$ cat src/rtl/rr_sel_arbiter_pkg.sv
// Shared defaults and state encoding for the round-robin select arbiter.
// The select feeds the downstream 4:1 mux; sel[0] also drives the 2:1 mux and 1:2 demux.
package rr_sel_arbiter_pkg;

  localparam int N_REQ_DEF    = 4;
  localparam int SEL_W_DEF    = 2;
  localparam int HOLD_MAX_DEF = 8;

  localparam logic [0:0] ST_IDLE  = 1'b0;
  localparam logic [0:0] ST_GRANT = 1'b1;

endpackage

$ cat src/rtl/rr_sel_arbiter_if.sv
// Request/select bundle between the requesters and the arbiter.
// The port for the owner's release is named owner_release because "release" is a language keyword.
interface rr_sel_arbiter_if
  import rr_sel_arbiter_pkg::*;
#(
  parameter int N_REQ = N_REQ_DEF,
  parameter int SEL_W = SEL_W_DEF
);

  logic [N_REQ-1:0] req;
  logic             owner_release;
  logic [SEL_W-1:0] sel;
  logic [N_REQ-1:0] grant;
  logic             sel_valid;
  logic             timeout;

  modport master (
    output req, owner_release,
    input  sel, grant, sel_valid, timeout
  );

  modport slave (
    input  req, owner_release,
    output sel, grant, sel_valid, timeout
  );

endinterface

$ cat src/rtl/rr_sel_arbiter_pick.sv
// Rotate-priority encoder: finds the first set request at or after ptr, wrapping modulo N_REQ.
module rr_pick
  import rr_sel_arbiter_pkg::*;
#(
  parameter int N_REQ = N_REQ_DEF,
  parameter int SEL_W = SEL_W_DEF
) (
  input  logic [N_REQ-1:0] req,
  input  logic [SEL_W-1:0] ptr,
  output logic             found,
  output logic [SEL_W-1:0] idx
);

  // Walk offsets from farthest to nearest so the nearest hit to ptr is the one kept.
  always_comb begin
    logic [SEL_W-1:0] cand;
    found = 1'b0;
    idx   = {SEL_W{1'b0}};
    cand  = {SEL_W{1'b0}};
    for (int i = N_REQ - 1; i >= 0; i--) begin
      cand = ptr + SEL_W'(i);
      if (req[cand]) begin
        found = 1'b1;
        idx   = cand;
      end else begin
        found = found;
      end
    end
  end

endmodule

$ cat src/rtl/rr_sel_arbiter.sv
// Round-robin arbiter producing a registered binary select and one-hot grant.
// A grant is held until release, request drop or HOLD_MAX cycles, whichever comes first.
module rr_sel_arbiter
  import rr_sel_arbiter_pkg::*;
#(
  parameter int N_REQ    = N_REQ_DEF,
  parameter int SEL_W    = SEL_W_DEF,
  parameter int HOLD_MAX = HOLD_MAX_DEF
) (
  input  logic             clk,
  input  logic             rst,
  rr_sel_arbiter_if.slave  bus
);

  localparam int HOLD_W = $clog2(HOLD_MAX);
  localparam logic [SEL_W-1:0]  SEL_ONE  = {{(SEL_W-1){1'b0}}, 1'b1};
  localparam logic [N_REQ-1:0]  GNT_ONE  = {{(N_REQ-1){1'b0}}, 1'b1};
  localparam logic [HOLD_W-1:0] HOLD_LAST = HOLD_W'(HOLD_MAX - 1);

  logic [0:0]        state_r, state_s;
  logic [SEL_W-1:0]  sel_r, sel_s;
  logic [SEL_W-1:0]  ptr_r, ptr_s;
  logic [HOLD_W-1:0] hold_cnt_r, hold_cnt_s;
  logic [N_REQ-1:0]  grant_r, grant_s;
  logic              sel_valid_r, sel_valid_s;
  logic              timeout_r, timeout_s;

  logic              pick_found_s;
  logic [SEL_W-1:0]  pick_idx_s;
  logic              end_rel_s, end_drop_s, end_hold_s, grant_end_s;

  rr_pick #(
    .N_REQ (N_REQ),
    .SEL_W (SEL_W)
  ) u_pick (
    .req   (bus.req),
    .ptr   (ptr_r),
    .found (pick_found_s),
    .idx   (pick_idx_s)
  );

  assign end_rel_s   = bus.owner_release;
  assign end_drop_s  = ~bus.req[sel_r];
  assign end_hold_s  = (hold_cnt_r == HOLD_LAST);
  assign grant_end_s = end_rel_s | end_drop_s | end_hold_s;

  // Next-state logic. ptr already points past the last owner, so a lone
  // requester whose grant ended by release or hold limit is found again.
  always_comb begin
    state_s     = state_r;
    sel_s       = sel_r;
    ptr_s       = ptr_r;
    hold_cnt_s  = hold_cnt_r;
    sel_valid_s = sel_valid_r;
    timeout_s   = 1'b0;
    case (state_r)
      ST_IDLE: begin
        if (pick_found_s) begin
          state_s     = ST_GRANT;
          sel_s       = pick_idx_s;
          ptr_s       = pick_idx_s + SEL_ONE;
          hold_cnt_s  = {HOLD_W{1'b0}};
          sel_valid_s = 1'b1;
        end else begin
          sel_valid_s = 1'b0;
        end
      end
      ST_GRANT: begin
        if (grant_end_s) begin
          timeout_s = end_hold_s & ~end_rel_s & ~end_drop_s;
          if (pick_found_s) begin
            sel_s       = pick_idx_s;
            ptr_s       = pick_idx_s + SEL_ONE;
            hold_cnt_s  = {HOLD_W{1'b0}};
            sel_valid_s = 1'b1;
          end else begin
            state_s     = ST_IDLE;
            hold_cnt_s  = {HOLD_W{1'b0}};
            sel_valid_s = 1'b0;
          end
        end else begin
          hold_cnt_s = hold_cnt_r + HOLD_W'(1);
        end
      end
      default: begin
        state_s     = ST_IDLE;
        hold_cnt_s  = {HOLD_W{1'b0}};
        sel_valid_s = 1'b0;
      end
    endcase
    grant_s = sel_valid_s ? (GNT_ONE << sel_s) : {N_REQ{1'b0}};
  end

  // State and output registers with synchronous reset.
  always_ff @(posedge clk) begin
    if (rst) begin
      state_r     <= ST_IDLE;
      sel_r       <= {SEL_W{1'b0}};
      ptr_r       <= {SEL_W{1'b0}};
      hold_cnt_r  <= {HOLD_W{1'b0}};
      grant_r     <= {N_REQ{1'b0}};
      sel_valid_r <= 1'b0;
      timeout_r   <= 1'b0;
    end else begin
      state_r     <= state_s;
      sel_r       <= sel_s;
      ptr_r       <= ptr_s;
      hold_cnt_r  <= hold_cnt_s;
      grant_r     <= grant_s;
      sel_valid_r <= sel_valid_s;
      timeout_r   <= timeout_s;
    end
  end

  assign bus.sel       = sel_r;
  assign bus.grant     = grant_r;
  assign bus.sel_valid = sel_valid_r;
  assign bus.timeout   = timeout_r;

endmodule

$ cat src/flat_wrapper.sv
// flat-port wrapper written by rule: the top's interface ports become plain ports
module rr_sel_arbiter_flat import rr_sel_arbiter_pkg::*;
#(
  parameter int N_REQ    = N_REQ_DEF,
  parameter int SEL_W    = SEL_W_DEF,
  parameter int HOLD_MAX = HOLD_MAX_DEF
)
  (clk, rst, bus_req, bus_owner_release, bus_sel, bus_grant, bus_sel_valid, bus_timeout);
  rr_sel_arbiter_if #(.N_REQ(N_REQ), .SEL_W(SEL_W)) bus_i ();
  input  logic clk;
  input  logic rst;
  input wire logic [$bits(bus_i.req)-1:0] bus_req;
  input wire logic [$bits(bus_i.owner_release)-1:0] bus_owner_release;
  output wire logic [$bits(bus_i.sel)-1:0] bus_sel;
  output wire logic [$bits(bus_i.grant)-1:0] bus_grant;
  output wire logic [$bits(bus_i.sel_valid)-1:0] bus_sel_valid;
  output wire logic [$bits(bus_i.timeout)-1:0] bus_timeout;
  assign bus_i.req = bus_req;
  assign bus_i.owner_release = bus_owner_release;
  assign bus_sel = bus_i.sel;
  assign bus_grant = bus_i.grant;
  assign bus_sel_valid = bus_i.sel_valid;
  assign bus_timeout = bus_i.timeout;
  rr_sel_arbiter #(.N_REQ(N_REQ), .SEL_W(SEL_W), .HOLD_MAX(HOLD_MAX)) u_core (.clk(clk), .rst(rst), .bus(bus_i));
endmodule
$ cat config.mk
export PLATFORM = sky130hd
export DESIGN_NAME = rr_sel_arbiter_flat
export DESIGN_NICKNAME = d
export VERILOG_FILES = /design/src/rtl/rr_sel_arbiter_pkg.sv /design/src/rtl/rr_sel_arbiter_if.sv /design/src/rtl/rr_sel_arbiter_pick.sv /design/src/rtl/rr_sel_arbiter.sv /design/src/flat_wrapper.sv
export SDC_FILE = /design/constraint.sdc
export NUM_CORES = 1
export LEC_CHECK = 0
export ABC_CLOCK_PERIOD_IN_PS = 2600
export CAP_MARGIN = 15
export CELL_PAD_IN_SITES_DETAIL_PLACEMENT = 1
export CELL_PAD_IN_SITES_GLOBAL_PLACEMENT = 1
export CORE_MARGIN = 4
export CORE_UTILIZATION = 40
export CTS_CLUSTER_DIAMETER = 80
export DETAILED_ROUTE_END_ITERATION = 12
export DONT_BUFFER_PORTS = 1
export PLACE_DENSITY_LB_ADDON = 0.1
export SYNTH_ARGS = -nofsm -noshare
export SYNTH_HDL_FRONTEND = slang
export SYNTH_HIERARCHICAL = 1
export SYNTH_SLANG_ARGS = --single-unit
$ cat constraint.sdc
create_clock -name clk -period 2.6 [get_ports clk]
set_input_delay 0.52 -clock clk [delete_from_list [all_inputs] [get_ports clk]]
set_output_delay 0.52 -clock clk [all_outputs]
set_load 0.01 [all_outputs]
==> impl_metrics.csv <==
group,metric,value,unit
yosys,synth_cell_type_count,35,
clock_tree,clockBufferDepth,2,
yosys,yosys.area.top_type,"dfxtp_1",
worst_setup_path,startpoint,"u_core/hold_cnt_r[0]$_SDFFE_PP0P_",
clock_tree,post_cts_resized,0,
sta,fin_crit,2140,ps
drt,wl_met1,803,um
worst_setup_path,crit_fanout,7,
place,detailed_place_hpwl,1290,um
drt,wirelength,1670,um
sta,hold_slack,292,ps
power_and_ir_drop,p_leak,0.314,nW
global_routing,grt_pass1_vias,580,
floorplan,die_h,51.1,um
yosys,syn_area,743,um^2
drt,drt_iter0_markers,9,
clock_tree,clkTransAtPathRegs,80,ps
sta,clock.fmax,0.467,GHz
worst_setup_path,end_kind,"flop",
drt,wl_per_cell,15.3,um
floorplan,dieArea,0.00261,mm^2
yosys,ys_seq_area_frac,0.377,
drt,firstDrtPassIters,4,
worst_hold_path,min_to,"u_core/hold_cnt_r[2]$_SDFFE_PP0P_",
cells_and_area,regArea,280,um^2
power_and_ir_drop,power,0.532,mW
run,timing.max_cap.violations,0,
drt,drc,0,
sta,period_share,0.824,
clock_tree,numCtsBuffers,3,
worst_hold_path,hold_depth,1,
floorplan,rows,15,
power_and_ir_drop,vdd_ir_drop_max,0.395,mV
cells_and_area,num-nets-final,94,
place,portBuffers,0,
clock_tree,post-cts-setup-buffers,0,
drt,ant_nets,0,
place,dpl.cell_count,105,
cells_and_area,postLayoutCoreUtil,0.462,
cells_and_area,drive_gt1_frac,0.167,
drt,vias_per_cell,5.74,
worst_setup_path,crit_path_start_kind,"flop",
global_routing,grt_max_degree,12,
yosys,synthesis.nets,90,
place,finalWeightedCongestion,0.762,
worst_setup_path,worstSetupPathType,"reg2reg",
sta,hold_violations,0,
worst_hold_path,min_from,"rst",
yosys,netlist_top_cells_area,"dfxtp_1 38%, nor2_1 4.5%, a21oi_1 4.0%",
global_routing,grt_pass1_wl,2700,um
floorplan,start_util,0.426,
worst_setup_path,cp.required,2780,ps
sta,finClkSkew,0.904,ps
worst_setup_path,critical_path_arrival,2320,ps
yosys,syn_area_per_cell,9.18,um^2
sta,worstMarginPinSlew,607,ps
sta,fin_setup_tns,0,ps
global_routing,gr-usage-all-layers,0.141,
yosys,synth_top_area_frac,0.377,
drt,top_layer_used,"met4",
clock_tree,insertion_delay,280,ps
floorplan,core,0.00175,mm^2
sta,drv_slew,0,
cells_and_area,final_cells,109,
cells_and_area,num_antenna_cells,0,
drt,vias,626,
sta,max_slew_margin,0.593,
outcome,status,"finished clean",
yosys,ys_ff_latch,14,
clock_tree,cts-root-buf,"clkbuf_4",
cells_and_area,multiInputGateArea,435,um^2
power_and_ir_drop,powerDensity,660,mW/mm^2
clock_tree,postCtsHoldBufs,0,
yosys,synth_cells,81,
drt,dr_wl_met2,766,um
floorplan,ios,15,
clock_tree,cts_tree,"built",
global_routing,grt_antenna_before_repair,0,
worst_setup_path,reg2reg_setup_slack,460,ps
sta,finalSetupViolCount,0,
cells_and_area,fill_cells,220,
worst_hold_path,min_path_type,"in2reg",
sta,rsz0062_at_grt,"no",
clock_tree,numClockSinks,14,
cells_and_area,area_delta_synth_final,8.42,%
yosys,ys_warn_count,6,
drt,route.met3.wl,79,um
worst_setup_path,reg2reg_from,"u_core/hold_cnt_r[0]$_SDFFE_PP0P_",
global_routing,grt.overflow.total,0,
floorplan,die_w,51.1,um
clock_tree,h-tree-depth,1,
worst_setup_path,r2r_end,"u_core/ptr_r[0]$_SDFFE_PP0P_",
worst_setup_path,ff2ff_path_depth,6,
## synth_stat cells, drive strengths merged
library cell / instances
a21oi: 7
clkbuf: 1
o2111ai: 1
nor2: 9
a21boi: 2
a211oi: 4
or3: 1
nor3: 1
o311ai: 2
and2: 1
inv: 2
xnor2: 1
or4b: 1
mux2i: 2
nand4b: 1
nand2: 7
o31ai: 1
buf: 2
ha: 2
or4: 1
o311a: 1
o21ai: 6
nor2b: 1
mux2: 2
or3b: 1
nor3b: 5
dfxtp: 14
nand2b: 2
## metrics by stage
stage                     setup slack [ps]  cell area (um^2)
after CTS                              470               806
after detailed placement               491               769
after global placement                 530               769
after global routing                   353               806
final                                  458               806
after floorplan                        680               743
## registers in the layout, summed over array words and instances (netlist names)
name and count:
u_core/hold_cnt_r 3, u_core/bus.timeout 1, u_core/ptr_r 2, u_core/state_r 1
u_core/bus.sel 2, u_core/bus.sel_valid 1, u_core/bus.grant 4
## layout make-up
| cell class | count | share of cell area |
|---|---|---|
| sequential | 14 | 0.348 |
| tap | 25 | 0.0388 |
| inverter | 2 | 0.00932 |
| clock buffer | 4 | 0.0450 |
| timing repair buffer | 2 | 0.0186 |
| multi-input combinational | 62 | 0.540 |
## cells by family after synthesis
logic type,count (synthesis),synth area share
XOR/XNOR,1,0.0118
AO/OA/AOI/OAI,24,0.224
adder cells (fa/ha/maj),2,0.0337
multiplexers,4,0.0623
AND/OR/NAND/NOR,31,0.254
buffers and inverters,5,0.0370
flip-flops,14,0.377
## placed cells by master (no fill, tap or decap), types with 2 or more instances in the layout
cell      synthesis  final
a211oi_1          3      3
a21oi_1           6      6
buf_4             0      2
clkbuf_4          0      3
dfxtp_1          14     14
ha_1              2      2
inv_1             2      2
mux2i_1           2      2
nand2_1           7      7
nand2b_1          2      2
nor2_1            9      9
nor3b_1           3      3
o21ai_0           6      6
o311ai_0          2      2
## power breakdown
group / switching, mW / leakage (nW) / internal [mW]
Clock: 0.0696 / 0.0210 / 0.0854
Combinational: 0.0511 / 0.178 / 0.0537
Sequential: 0.0334 / 0.115 / 0.238
Total: 0.154 / 0.314 / 0.377
## critical path, cell delays in order, from the launching register on
cell and delay (ps):
dfxtp_1 330, ha_1 200, ha_1 200, or3b_1 440, nor3b_4 330, or3_1 210, mux2_2 340
## layer usage
layer,up-vias,track usage
li1,303,-
met5,-,0
met1,305,0.173
met4,0,0.0538
met2,15,0.215
met3,3,0.0641
## worst max-delay path by stage
stage | endpoint | slack [ps]
3_5_place_dp | u_core/ptr_r[0]$_SDFFE_PP0P_ | 490
6_report | u_core/ptr_r[0]$_SDFFE_PP0P_ | 460
5_1_grt | u_core/ptr_r[0]$_SDFFE_PP0P_ | 350
4_1_cts | u_core/ptr_r[0]$_SDFFE_PP0P_ | 470
2_1_floorplan | u_core/ptr_r[0]$_SDFFE_PP0P_ | 680
3_3_place_gp | u_core/ptr_r[0]$_SDFFE_PP0P_ | 530
Power figures use the tool's default switching activity.
